--- src/rtl/jpeg_fifo_pkg.sv ---
// Shared defaults for the JPEG skip FIFO and its storage array.
// Holds parameter defaults and pointer-width arithmetic used by both modules.
package jpeg_fifo_pkg;

    localparam int DEF_DATA_W    = 91;
    localparam int DEF_DEPTH     = 16;
    localparam int DEF_MAX_SKIP  = 3;
    localparam int DEF_AF_MARGIN = 2;

    // One extra bit beyond the address distinguishes full from empty.
    function automatic int ptr_width(input int depth);
        return $clog2(depth) + 1;
    endfunction

endpackage

--- src/rtl/ff_fifo_mem.sv ---
// Simple dual-port register array with a registered, enable-gated read port.
// Only the read register is reset; the array itself holds whatever was written.
module ff_fifo_mem
    import jpeg_fifo_pkg::*;
#(
    parameter int DATA_W = DEF_DATA_W,
    parameter int DEPTH  = DEF_DEPTH,
    localparam int AW    = $clog2(DEPTH)
) (
    input  logic              clk,
    input  logic              rst,
    input  logic              wr_en,
    input  logic [AW-1:0]     wr_addr,
    input  logic [DATA_W-1:0] wr_data,
    input  logic              rd_en,
    input  logic [AW-1:0]     rd_addr,
    output logic [DATA_W-1:0] rd_data
);

    logic [DATA_W-1:0] mem [DEPTH];

    // NOTE: the storage array is deliberately not reset; resetting it would turn
    // plain flops into reset flops for no functional gain, since pointers gate reads.
    always_ff @(posedge clk) begin
        if (wr_en) begin
            mem[wr_addr] <= wr_data;
        end
    end

    always_ff @(posedge clk) begin
        if (rst) begin
            rd_data <= '0;
        end else if (rd_en) begin
            rd_data <= mem[rd_addr];
        end
    end

endmodule

--- src/rtl/jpeg_skip_fifo.sv ---
// FIFO where each write may reserve up to MAX_SKIP trailing dummy slots.
// Dummy slots read back with rdata_dummy set so the consumer can discard them.
module jpeg_skip_fifo
    import jpeg_fifo_pkg::*;
#(
    parameter int DATA_W    = DEF_DATA_W,
    parameter int DEPTH     = DEF_DEPTH,
    parameter int MAX_SKIP  = DEF_MAX_SKIP,
    parameter int AF_MARGIN = DEF_AF_MARGIN,
    localparam int AW       = $clog2(DEPTH),
    localparam int PW       = ptr_width(DEPTH),
    localparam int SW       = $clog2(MAX_SKIP + 1)
) (
    input  logic              clk,
    input  logic              rst,
    input  logic              flush,
    input  logic              write_enable,
    input  logic [DATA_W-1:0] write_data,
    input  logic [SW-1:0]     skip_count,
    input  logic              read_req,
    output logic [DATA_W-1:0] read_data,
    output logic              rdata_valid,
    output logic              rdata_dummy,
    output logic              fifo_empty,
    output logic              fifo_full,
    output logic              almost_full,
    output logic [PW-1:0]     fifo_count,
    output logic              overflow
);

    logic [PW-1:0]    write_ptr;
    logic [PW-1:0]    read_ptr;
    logic [PW-1:0]    free_slots;
    logic [PW-1:0]    need_slots;
    logic [DEPTH-1:0] dummy_bits;
    logic             wr_accept;
    logic             rd_enable;

    // NOTE: every output of this block is assigned on every path, so no latch is inferred.
    always_comb begin
        fifo_count  = write_ptr - read_ptr;
        free_slots  = PW'(DEPTH) - fifo_count;
        need_slots  = PW'(skip_count) + PW'(1);
        fifo_empty  = (fifo_count == '0);
        fifo_full   = (fifo_count == PW'(DEPTH));
        almost_full = (free_slots <= PW'(AF_MARGIN));
        rd_enable   = read_req && !fifo_empty && !flush;
        // Free space is judged on the pre-edge count; a concurrent read earns no credit.
        wr_accept   = write_enable && !flush && (free_slots >= need_slots);
    end

    // NOTE: state registers use non-blocking assignments so every read sees pre-edge values.
    always_ff @(posedge clk) begin
        if (rst) begin
            write_ptr   <= '0;
            read_ptr    <= '0;
            rdata_valid <= 1'b0;
            rdata_dummy <= 1'b0;
            overflow    <= 1'b0;
            dummy_bits  <= '0;
        end else if (flush) begin
            write_ptr   <= '0;
            read_ptr    <= '0;
            rdata_valid <= 1'b0;
        end else begin
            rdata_valid <= rd_enable;
            if (rd_enable) begin
                read_ptr    <= read_ptr + PW'(1);
                rdata_dummy <= dummy_bits[read_ptr[AW-1:0]];
            end
            if (write_enable && !wr_accept) begin
                overflow <= 1'b1;
            end
            if (wr_accept) begin
                write_ptr <= write_ptr + need_slots;
                dummy_bits[write_ptr[AW-1:0]] <= 1'b0;
                for (int i = 1; i <= MAX_SKIP; i++) begin
                    if (i <= int'(skip_count)) begin
                        dummy_bits[AW'(write_ptr[AW-1:0] + AW'(i))] <= 1'b1;
                    end
                end
            end
        end
    end

    ff_fifo_mem #(
        .DATA_W (DATA_W),
        .DEPTH  (DEPTH)
    ) u_mem (
        .clk     (clk),
        .rst     (rst),
        .wr_en   (wr_accept),
        .wr_addr (write_ptr[AW-1:0]),
        .wr_data (write_data),
        .rd_en   (rd_enable),
        .rd_addr (read_ptr[AW-1:0]),
        .rd_data (read_data)
    );

endmodule

--- config.mk ---
export PLATFORM = sky130hd
export DESIGN_NAME = jpeg_skip_fifo
export DESIGN_NICKNAME = d
export VERILOG_FILES = /design/src/rtl/jpeg_fifo_pkg.sv /design/src/rtl/ff_fifo_mem.sv /design/src/rtl/jpeg_skip_fifo.sv
export SDC_FILE = /design/constraint.sdc
export NUM_CORES = 2
export LEC_CHECK = 0
export ABC_AREA = 0
export BUFFER_PORTS_ARGS = -buffer_cell sky130_fd_sc_hd__buf_4
export CAP_MARGIN = 20
export CELL_PAD_IN_SITES_DETAIL_PLACEMENT = 0
export CELL_PAD_IN_SITES_GLOBAL_PLACEMENT = 1
export CORE_ASPECT_RATIO = 0.6
export CORE_MARGIN = 3
export CORE_UTILIZATION = 59
export CTS_CLUSTER_SIZE = 25
export DETAILED_ROUTE_END_ITERATION = 8
export PLACE_DENSITY = 0.88
export SLEW_MARGIN = 20
export SYNTH_ARGS = -nofsm -noshare
export SYNTH_HDL_FRONTEND = slang
export SYNTH_SLANG_ARGS = --single-unit
--- constraint.sdc ---
create_clock -name clk -period 34.7 [get_ports clk]
set_input_delay 6.94 -clock clk [delete_from_list [all_inputs] [get_ports clk]]
set_output_delay 6.94 -clock clk [all_outputs]
set_load 0.01 [all_outputs]
==> flow_metrics.env <==
export IMPL_slew_violations=0
export IMPL_crit_required_ns=27.76
export IMPL_ys_types=45
export IMPL_wirelength_mm=146.8
export IMPL_p_total_mw=4.059
export IMPL_sw_frac_of_total=0.2250
export IMPL_slew_limit_headroom=0.2107
export IMPL_die_area_um2=104600
export IMPL_grt_pass1_vias=29660
export IMPL_grt_ovfl_total=0
export IMPL_clkTransAtPathRegs_ns=0.06
export IMPL_yosys_area_top_type="edfxtp_1"
export IMPL_route_detailed_drc=1
export IMPL_hp_class="flop to flop"
export IMPL_die_w_um=415.5
export IMPL_cts_buffers=136
export IMPL_final_common_cell="edfxtp_1"
export IMPL_ys_warn_count=0
export IMPL_pre_cts_slack_ns=23.58
export IMPL_io_buffers=199
export IMPL_postLayoutCellArea_um2=66980
export IMPL_hpwl_mm=73.75
export IMPL_worstReg2RegEnd="u_mem.rd_data[5]"
export IMPL_cts_tree="yes"
export IMPL_fp_coreArea_um2=99000
export IMPL_ant_nets=0
export IMPL_area_delta_synth_final_pct=12.84
export IMPL_grt_pass1_wl_mm=213.1
export IMPL_skew_ns=0.02610
export IMPL_netlist_instances=2502
export IMPL_rows=89
export IMPL_synth_top_area_frac=0.7365
export IMPL_seqPwrFrac=0.527
export IMPL_fin_nets=2874
export IMPL_first_pass_iters=9
export IMPL_crit_end="almost_full"
export IMPL_drt_wirelength_per_cell_um=34.95
export IMPL_hold_viol=0
export IMPL_io_pins=200
export IMPL_cts_root_buf="clkbuf_16"
export IMPL_arrival_ns=3.86
export IMPL_drive_above_1_share=0.3245
export IMPL_critPathMaxFanout=66
export IMPL_syn_avg_cell_area_um2=23.73
export IMPL_h_tree_depth=4
export IMPL_drt_initial_drc_count=4384
export IMPL_cts_setup_buffers=0
export IMPL_setup_worst_path_start_class="flop"
export IMPL_p_int_mw=3.146
export IMPL_fmax_ghz=0.09256
export IMPL_cts_hold_buf=0
export IMPL_post_dp_cell_area_um2=62460
export IMPL_power_density_nw_per_um2=60.60
export IMPL_viasPerCell=6.949
export IMPL_fin_crit_sh=0.3113
export IMPL_final_setup_tns_ns=0
export IMPL_min_period_ns=10.80
export IMPL_rrSetupSlack_ns=28.67
export IMPL_gp_congestion=0.8290
export IMPL_reg2reg_depth=7
export IMPL_clock_latency_ns=0.75
export IMPL_antenna_found_initial=15
export IMPL_synth_edff_count=1456
export IMPL_leakagePower_nw=20.91
export IMPL_nFillCells=5687
export IMPL_r2r_start="read_ptr[0]"
export IMPL_cp_startpoint="read_ptr[1]"
export IMPL_power_share_clock=0.380
export IMPL_synth_ff_type="edfxtp_1"
export IMPL_violations="design-rule violations"
export IMPL_finalSetupViolations=0
export IMPL_setup_ws_ns=23.90
export IMPL_synth_area_leaders="edfxtp_1 74%, mux4_2 17%, dfxtp_1 4.0%"
export IMPL_syn_cell_area_um2=59360
export IMPL_end_kind="output port"
export IMPL_rsz0062_at_grt="no"
export IMPL_initial_utilization=0.5996
export IMPL_netSwitchingPower_mw=0.9132
export IMPL_worst_pin_slew_ns=1.184
export IMPL_synth_seq_area_share=0.7770
export IMPL_seqCellArea_um2=46140
export IMPL_cts_path_max_buffers=3
export IMPL_cts_resized_gates=0
export IMPL_mostFrequentLayoutCells="1456 x edfxtp_1, 460 x mux4_2, 248 x buf_4"
export IMPL_status="finished, violations left"
export IMPL_synth_seq_cells=1576
export IMPL_ir_drop_v=0.00004860
export IMPL_synthArstFlopShare=0
export IMPL_clkSinkCount=1576
export IMPL_grt_use_total=0.2839
export IMPL_path_class="flop to output port"
export IMPL_cap_violations=0
export IMPL_multi_input_area_um2=12670
export IMPL_synth_fp_nets=2622
export IMPL_grt_max_degree=104
export IMPL_fp_dieH_um=251.7
export IMPL_vias=29190
export IMPL_pwr_share_comb=0.092
## state kept, by name, indices dropped and copies added, names as in the netlist
| name | count |
|---|---|
| overflow | 1 |
| write_ptr | 5 |
| u_mem.mem | 1456 |
| dummy_bits | 16 |
| read_ptr | 5 |
| u_mem.rd_data | 91 |
| rdata_valid | 1 |
| rdata_dummy | 1 |
## stage by stage
stage,hold WS (ns),util,instances
after global routing,0.4927,0.6765,4197
after CTS,0.4749,0.6760,4187
after floorplan,0.4453,-,2502
after global placement,0.4631,0.6309,3934
final,0.4785,0.6766,4201
after detailed placement,0.4668,0.6309,3934
## worst max-delay path, stage by stage (launching register included)
cell and delay [ns]:
dfxtp_4 0.97, inv_1 0.23, fa_1 0.67, inv_1 0.07, ha_1 0.21, nor3b_1 0.17, ha_1 0.37, nand2_1 0.07
nor3_1 0.20, buf_4 0.16
## power by group through the flow
stage	Combinational (mW)	Sequential (mW)	Clock, mW
after floorplan	0.227	2.18	0
after global placement	0.357	2.18	0
after detailed placement	0.364	2.18	0
after CTS	0.375	2.14	1.56
after global routing	0.396	2.14	1.63
final	0.375	2.14	1.54
## per-layer routing
| layer | up-vias | wire (um) | GRT usage |
|---|---|---|---|
| li1 | 11280 | - | - |
| met4 | 4 | 4157 | 0.09512 |
| met2 | 2230 | 72060 | 0.4416 |
| met3 | 290 | 15710 | 0.07141 |
| met1 | 15390 | 54850 | 0.4039 |
| met5 | - | 27 | 0 |
## cell usage after synthesis (all sizes together) (3+ instances only)
library cell,count
mux4,460
nor3,14
a31oi,8
mux2i,4
ha,20
a22o,92
nand2,33
xor2,4
a21o,4
a32oi,3
nand2b,3
a21oi,19
buf,44
xnor2,8
nor2b,4
edfxtp,1456
o32ai,14
nor2,28
a22oi,3
dfxtp,120
and3,5
nand3,5
inv,22
clkbuf,95
o21ai,8
## worst min path at each step
stage | start | end | slack (ns) | depth (start not counted)
final | dummy_bits[13] | dummy_bits[13] | 0.48 | 2
after global routing | dummy_bits[13] | dummy_bits[13] | 0.49 | 2
after global placement | u_mem.rd_data[17] | u_mem.rd_data[17] | 0.46 | 1
after detailed placement | u_mem.rd_data[77] | u_mem.rd_data[77] | 0.47 | 1
after floorplan | dummy_bits[13] | dummy_bits[13] | 0.45 | 2
after CTS | dummy_bits[13] | dummy_bits[13] | 0.47 | 2
## area by class of cell
cell class | count | share of cell area
Sequential cell | 1576 | 0.6888
Clock inverter | 63 | 0.009022
Clock buffer | 190 | 0.05759
Multi-Input combinational cell | 763 | 0.1892
Inverter | 24 | 0.001457
Tap cell | 1319 | 0.02464
Antenna cell | 13 | 0.0004857
Timing Repair Buffer | 253 | 0.02890
## logic make-up (layout without fill, tap and decap cells)
group | count (synthesis) | in the layout | share of synthesized area
and+or+nand+nor | 101 | 101 | 0.007714
buffers and inverters | 163 | 530 | 0.01111
adders and majority gates | 22 | 22 | 0.004890
AOI/OAI and AO/OA | 163 | 163 | 0.02194
muxes | 464 | 464 | 0.1752
other | 0 | 13 | 0
DFF | 1576 | 1576 | 0.7770
xor gates and xnor gates | 13 | 13 | 0.002150
No activity file was read; power rests on OpenSTA's default activity.
